## src/rtl/frame_reader_pkg.sv

```systemverilog
// Shared defaults and FSM encoding for the frame reader.
package frame_reader_pkg;

  localparam int unsigned ADDR_W_DEFAULT = 8;
  localparam int unsigned DATA_W_DEFAULT = 16;
  localparam int unsigned FRAME_LEN      = 1 << ADDR_W_DEFAULT;

  typedef enum logic [1:0] {
    StIdle  = 2'd0,
    StRead  = 2'd1,
    StDrain = 2'd2
  } state_e;

endpackage

```

## src/rtl/frame_reader_skid_buffer.sv

```systemverilog
// Two-entry output buffer: absorbs the RAM read pipeline while the consumer stalls.
module skid_buffer #(
  parameter int unsigned Width = 25
) (
  input  logic             clk_i,
  input  logic             rst_i,
  input  logic             push_i,
  input  logic [Width-1:0] push_data_i,
  input  logic             pop_ready_i,
  output logic [Width-1:0] data_o,
  output logic             valid_o,
  output logic [1:0]       level_o
);

  logic [Width-1:0] head_q, head_d;
  logic [Width-1:0] tail_q, tail_d;
  logic [1:0]       level_q, level_d;
  logic             pop;

  assign valid_o = (level_q != 2'd0);
  assign pop     = valid_o & pop_ready_i;
  assign data_o  = head_q;
  assign level_o = level_q;

  // Next-state for the two entries; head only changes on a push into empty or on a pop.
  always_comb begin
    head_d  = head_q;
    tail_d  = tail_q;
    level_d = level_q;
    case ({push_i, pop})
      2'b10: begin
        if (level_q == 2'd0) head_d = push_data_i;
        else                 tail_d = push_data_i;
        level_d = level_q + 2'd1;
      end
      2'b01: begin
        head_d  = tail_q;
        level_d = level_q - 2'd1;
      end
      2'b11: begin
        if (level_q == 2'd1) begin
          head_d = push_data_i;
        end else begin
          head_d = tail_q;
          tail_d = push_data_i;
        end
      end
      default: ;
    endcase
  end

  // Entry and occupancy registers with synchronous reset.
  always_ff @(posedge clk_i) begin
    if (rst_i) begin
      head_q  <= '0;
      tail_q  <= '0;
      level_q <= 2'd0;
    end else begin
      head_q  <= head_d;
      tail_q  <= tail_d;
      level_q <= level_d;
    end
  end

endmodule

```

## src/rtl/frame_reader.sv

```systemverilog
// Reads one frame out of sample RAM (optionally bit-reversed) into a flow-controlled stream.
module frame_reader
  import frame_reader_pkg::*;
#(
  parameter int unsigned ADDR_W      = ADDR_W_DEFAULT,
  parameter int unsigned DATA_W      = DATA_W_DEFAULT,
  parameter int unsigned BIT_REVERSE = 1
) (
  input  logic              CLK,
  input  logic              RESET,
  input  logic              FRAME_READY,
  output logic [ADDR_W-1:0] RADDR,
  output logic              RE,
  input  logic [DATA_W-1:0] RDATA,
  output logic [DATA_W-1:0] DATA_OUT,
  output logic              DV,
  input  logic              READY,
  output logic [ADDR_W-1:0] INDEX,
  output logic              LAST,
  output logic              BUSY,
  output logic              OVERRUN
);

  localparam int unsigned       EntryW  = DATA_W + ADDR_W + 1;
  localparam logic [ADDR_W-1:0] LastIdx = '1;

  state_e            state_q, state_d;
  logic [ADDR_W-1:0] count_q, count_d;
  logic [ADDR_W-1:0] count_rev;
  logic              pending_q, pending_d;
  logic              overrun_q, overrun_d;
  logic              infl_q;
  logic [ADDR_W-1:0] infl_idx_q;
  logic [1:0]        buf_level;
  logic [2:0]        outstanding;
  logic [EntryW-1:0] push_data, buf_data;
  logic              head_last;
  logic              busy;
  logic              xfer, last_xfer, issue;

  // Bit-reversed view of the read counter.
  always_comb begin
    count_rev = '0;
    for (int i = 0; i < ADDR_W; i++) count_rev[i] = count_q[ADDR_W-1-i];
  end

  assign busy        = (state_q != StIdle);
  assign xfer        = DV & READY;
  assign last_xfer   = xfer & LAST;
  // A read may be issued only if its sample is guaranteed a buffer slot.
  assign outstanding = {1'b0, buf_level} + {2'b00, infl_q};
  assign issue       = (state_q == StRead) && (outstanding < (3'd2 + {2'b00, xfer}));

  assign RE      = issue;
  assign RADDR   = (BIT_REVERSE != 0) ? count_rev : count_q;
  assign BUSY    = busy;
  assign OVERRUN = overrun_q;

  // Frame sequencing, pending request bookkeeping and overrun detection.
  always_comb begin
    state_d   = state_q;
    count_d   = count_q;
    pending_d = pending_q;
    overrun_d = 1'b0;
    if (FRAME_READY && busy) begin
      if (pending_q) overrun_d = 1'b1;
      else           pending_d = 1'b1;
    end
    case (state_q)
      StIdle: begin
        if (FRAME_READY || pending_q) begin
          state_d   = StRead;
          count_d   = '0;
          pending_d = 1'b0;
        end
      end
      StRead: begin
        if (issue) begin
          if (count_q == LastIdx) state_d = StDrain;
          else                    count_d = count_q + 1'b1;
        end
      end
      StDrain: begin
        if (last_xfer) begin
          // A request arriving with the last transfer chains straight into the next frame.
          if (pending_q || FRAME_READY) begin
            state_d   = StRead;
            count_d   = '0;
            pending_d = 1'b0;
          end else begin
            state_d = StIdle;
          end
        end
      end
      default: state_d = StIdle;
    endcase
  end

  // Control state plus the one-deep record of the read in flight.
  always_ff @(posedge CLK) begin
    if (RESET) begin
      state_q    <= StIdle;
      count_q    <= '0;
      pending_q  <= 1'b0;
      overrun_q  <= 1'b0;
      infl_q     <= 1'b0;
      infl_idx_q <= '0;
    end else begin
      state_q    <= state_d;
      count_q    <= count_d;
      pending_q  <= pending_d;
      overrun_q  <= overrun_d;
      infl_q     <= issue;
      infl_idx_q <= count_q;
    end
  end

  assign push_data = {(infl_idx_q == LastIdx), infl_idx_q, RDATA};

  skid_buffer #(
    .Width(EntryW)
  ) u_skid (
    .clk_i      (CLK),
    .rst_i      (RESET),
    .push_i     (infl_q),
    .push_data_i(push_data),
    .pop_ready_i(READY),
    .data_o     (buf_data),
    .valid_o    (DV),
    .level_o    (buf_level)
  );

  assign {head_last, INDEX, DATA_OUT} = buf_data;
  assign LAST = DV & head_last;

endmodule

```

## config.mk

```make
export PLATFORM = sky130hd
export DESIGN_NAME = frame_reader
export DESIGN_NICKNAME = d
export VERILOG_FILES = /design/src/rtl/frame_reader_pkg.sv /design/src/rtl/frame_reader_skid_buffer.sv /design/src/rtl/frame_reader.sv
export SDC_FILE = /design/constraint.sdc
export NUM_CORES = 1
export LEC_CHECK = 0
export CAP_MARGIN = 20
export CORE_MARGIN = 5
export CORE_UTILIZATION = 50
export CTS_BUF_LIST = sky130_fd_sc_hd__clkbuf_8 sky130_fd_sc_hd__clkbuf_16
export CTS_CLUSTER_DIAMETER = 100
export DETAILED_ROUTE_END_ITERATION = 12
export HOLD_SLACK_MARGIN = 0.06
export PLACE_DENSITY = 0.88
export SLEW_MARGIN = 20
export SYNTH_ARGS = -nofsm -noshare
export SYNTH_HDL_FRONTEND = slang
export SYNTH_HIERARCHICAL = 1
export SYNTH_SLANG_ARGS = --single-unit
```

## constraint.sdc

```tcl
create_clock -name CLK -period 3.05 [get_ports CLK]
set_clock_uncertainty 0.1 [all_clocks]
set_input_delay 0.7625 -clock CLK [delete_from_list [all_inputs] [get_ports CLK]]
set_output_delay 0.7625 -clock CLK [all_outputs]
set_load 0.02 [all_outputs]
```

==> results.cfg <==
[clock_network]
cts.sinks = 73
ctsHoldBuffers = 0
cts_root_buffer = clkbuf_8
cts_tree = built
cts.reportedPaths.clkPinSlew_ps = 80
cts_resized = 1
cts_buffer_depth = 2
clk_latency_ps = 340
htree_levels = 3
cts_buffers = 9
post_cts_buffers = 0

[detailed_routing]
remaining_drc_errors = 0
drtIter0Drc = 314
vias = 3078
dr.pass1.iters = 5
wirelength_um = 8143
ant_nets = 0
wl_per_cell_um = 15.78
viasPerCell = 5.965

[placed_design]
placed_area_um2 = 3968
hpwlAfterDp_um = 5282
dp_cells = 500
portBuffers = 56
pre_cts_slack_ps = -208.9
gp_congestion = 0.9037

[power_and_ir_drop]
swShare_pct = 33.99
pwr-share-seq_pct = 35.6
power_density_nw_per_um2 = 809.7
ir_drop_v = 0.0004096
total_leakage_power_nw = 1.471
p_comb_share_pct = 36.5
internal-power_w = 0.002263
p_switching_w = 0.001165
power.share.clock_pct = 27.9

[worst_hold_path]
whs_path_depth = 2
whs_endpoint = u_skid/tail_q[6]
worstHoldStart = u_skid/tail_q[6]
hold_class = flop to flop

[layout]
areaGrowthSynthToFinish_pct = 26.79
drive_above_1_share_pct = 9.567
n_antenna_cell = 0
layout_commonest_cell = dfxtp_1
fin_area_um2 = 4234
nNetsFinal = 464
most-common-layout-cells = 73 x dfxtp_1, 69 x o21ai_0, 54 x clkdlybuf4s50_1
finalNonFillerCells = 516

[logic_synthesis]
ys_types = 44
synth_top_family_by_area = compound AO/OA/AOI/OAI gates
avgSynthCellArea_um2 = 8.585
synth-xor-area-share_pct = 0.2623
synth.area.mux_share_pct = 1.349
synth.area.top_cells = dfxtp_1 44%, o21ai_0 10%, a311oi_1 7.3%
yosysTopAreaCell = dfxtp_1
syn_nets = 419
synth_ff_type = dfxtp_1
ys_ff_latch = 73
netlist_area_um2 = 3339
yosys.area_share.simple_pct = 15.17
synth_fa_ha_area_share_pct = 3.747
synthCells = 389
yosysSeqAreaShare_pct = 43.76
synth_top_area_share_pct = 43.76
synth_warnings = 6
async_flop_share_pct = 0
synth_compound_area_share_pct = 29.75
synth_edf_count = 0

[global_routing]
grt_pass1_wl_um = 13480
overflow = 0
grt_pass1_vias = 2918
antenna_found_initial = 0
grtUsageTotal_pct = 19.26
grt_max_degree = 51

[floorplanning]
initial_core_util_pct = 52.00
rows = 29
core_um2 = 6422
die_h_um = 91.73
io_pins = 57
die_w_um = 91.73
dieArea_um2 = 8413

[sta]
setup_violations = 0
fmax_mhz = 342.9
min_period_ps = 2917
setup_slack_ps = 133.4
timing.final.crit_share_pct = 95.63
rsz0062_at_grt = false
max_slew_margin_pct = 47.20
final_max_slew_viol_count = 0
tns_ps = 0
finalHoldViolations = 0
holdWs_ps = 374.4
tightest_slew_ps = 791.9

[setup_path]
worstPathArrival_ps = 2050
rrSetupSlack_ps = 470
worst_r2r_endpoint = u_skid/tail_q[19]
worst_ep_required_time_ps = 2190
ff2ff_path_depth = 8
cp_max_fo = 3
worstSetupPathType = primary input to output port
r2r-start = u_skid/level_o[0]
start_kind = primary input
cp-end-kind = output port

[flow_run]
maxCapViolations = 0

[outcome]
status = complete, no violations
power by group through the flow:
stage                     registers [W]  clock network [W]  logic [W]
after CTS                       0.00122           0.000971    0.00125
after global placement          0.00123                  0    0.00122
after floorplan                 0.00137                  0   0.000681
final                           0.00122           0.000956    0.00125
after global routing            0.00124            0.00101    0.00136
after detailed placement        0.00124                  0    0.00125
state kept, by name (all words and copies together) (netlist names):
| signal | flops |
|---|---|
| OVERRUN | 1 |
| count_q | 8 |
| infl_idx_q | 8 |
| infl_q | 1 |
| pending_q | 1 |
| state_q | 2 |
| u_skid/data_o | 25 |
| u_skid/level_o | 2 |
| u_skid/tail_q | 25 |
how the worst max path moves through the flow:
stage          depth (start not counted)  slack (ps)                 to         startpoint
2_1_floorplan                          6         700                 RE  u_skid/level_o[0]
3_3_place_gp                           4        -160                 RE              READY
3_5_place_dp                           8        -210  u_skid/tail_q[19]              READY
4_1_cts                                4         120                 RE              READY
5_1_grt                                7          20  u_skid/tail_q[21]              READY
6_report                               4         130                 RE              READY
metal layers:
metal  up-vias  global-route usage, %  part of all wire [%]
met4         0                  10.02                   2.1
met3        18                  4.092                   7.4
li1       1515                      -                     -
met2       132                  32.38                    49
met1      1413                  23.16                    42
met5         -                      0                     0
Yosys cell counts (4+ instances only):
| master | instances |
|---|---|
| dfxtp_1 | 73 |
| o21ai_0 | 69 |
| nor2_1 | 37 |
| a21oi_1 | 33 |
| nand3_1 | 29 |
| a311oi_1 | 28 |
| clkbuf_1 | 13 |
| o21ai_1 | 12 |
| ha_1 | 10 |
| buf_2 | 9 |
| inv_1 | 8 |
| nor2b_1 | 8 |
| clkbuf_2 | 6 |
| nand2_1 | 6 |
| nand4_1 | 4 |
metrics by stage:
stage                     util, %  total power, W
after floorplan                 -        0.002048
after CTS                   65.85        0.003443
after global placement      61.78        0.002448
after detailed placement    61.78        0.002492
final                       65.93        0.003428
after global routing        65.93        0.003612
critical path, cell delays in order:
cell and delay [ps]:
clkdlybuf4s50_1 520, nand3b_4 110, a211oi_4 270, dlygate4sd2_1 380
final cells by class:
type | instances | area, um^2
tap | 77 | 96.34
inverter | 8 | 30.03
clock buffer | 12 | 165.2
clock inverter | 4 | 97.59
timing repair buffer | 67 | 699.4
multi-input combinational | 275 | 1684
fill | 505 | 2188
sequential | 73 | 1461
kinds of logic after synthesis:
family | count (synthesis)
mux | 3
buf+inv | 41
simple gates | 101
flops | 73
compound gates | 160
xor+xnor | 1
fa+ha+maj | 10
Note: power is estimated with default switching activity, not from simulation.
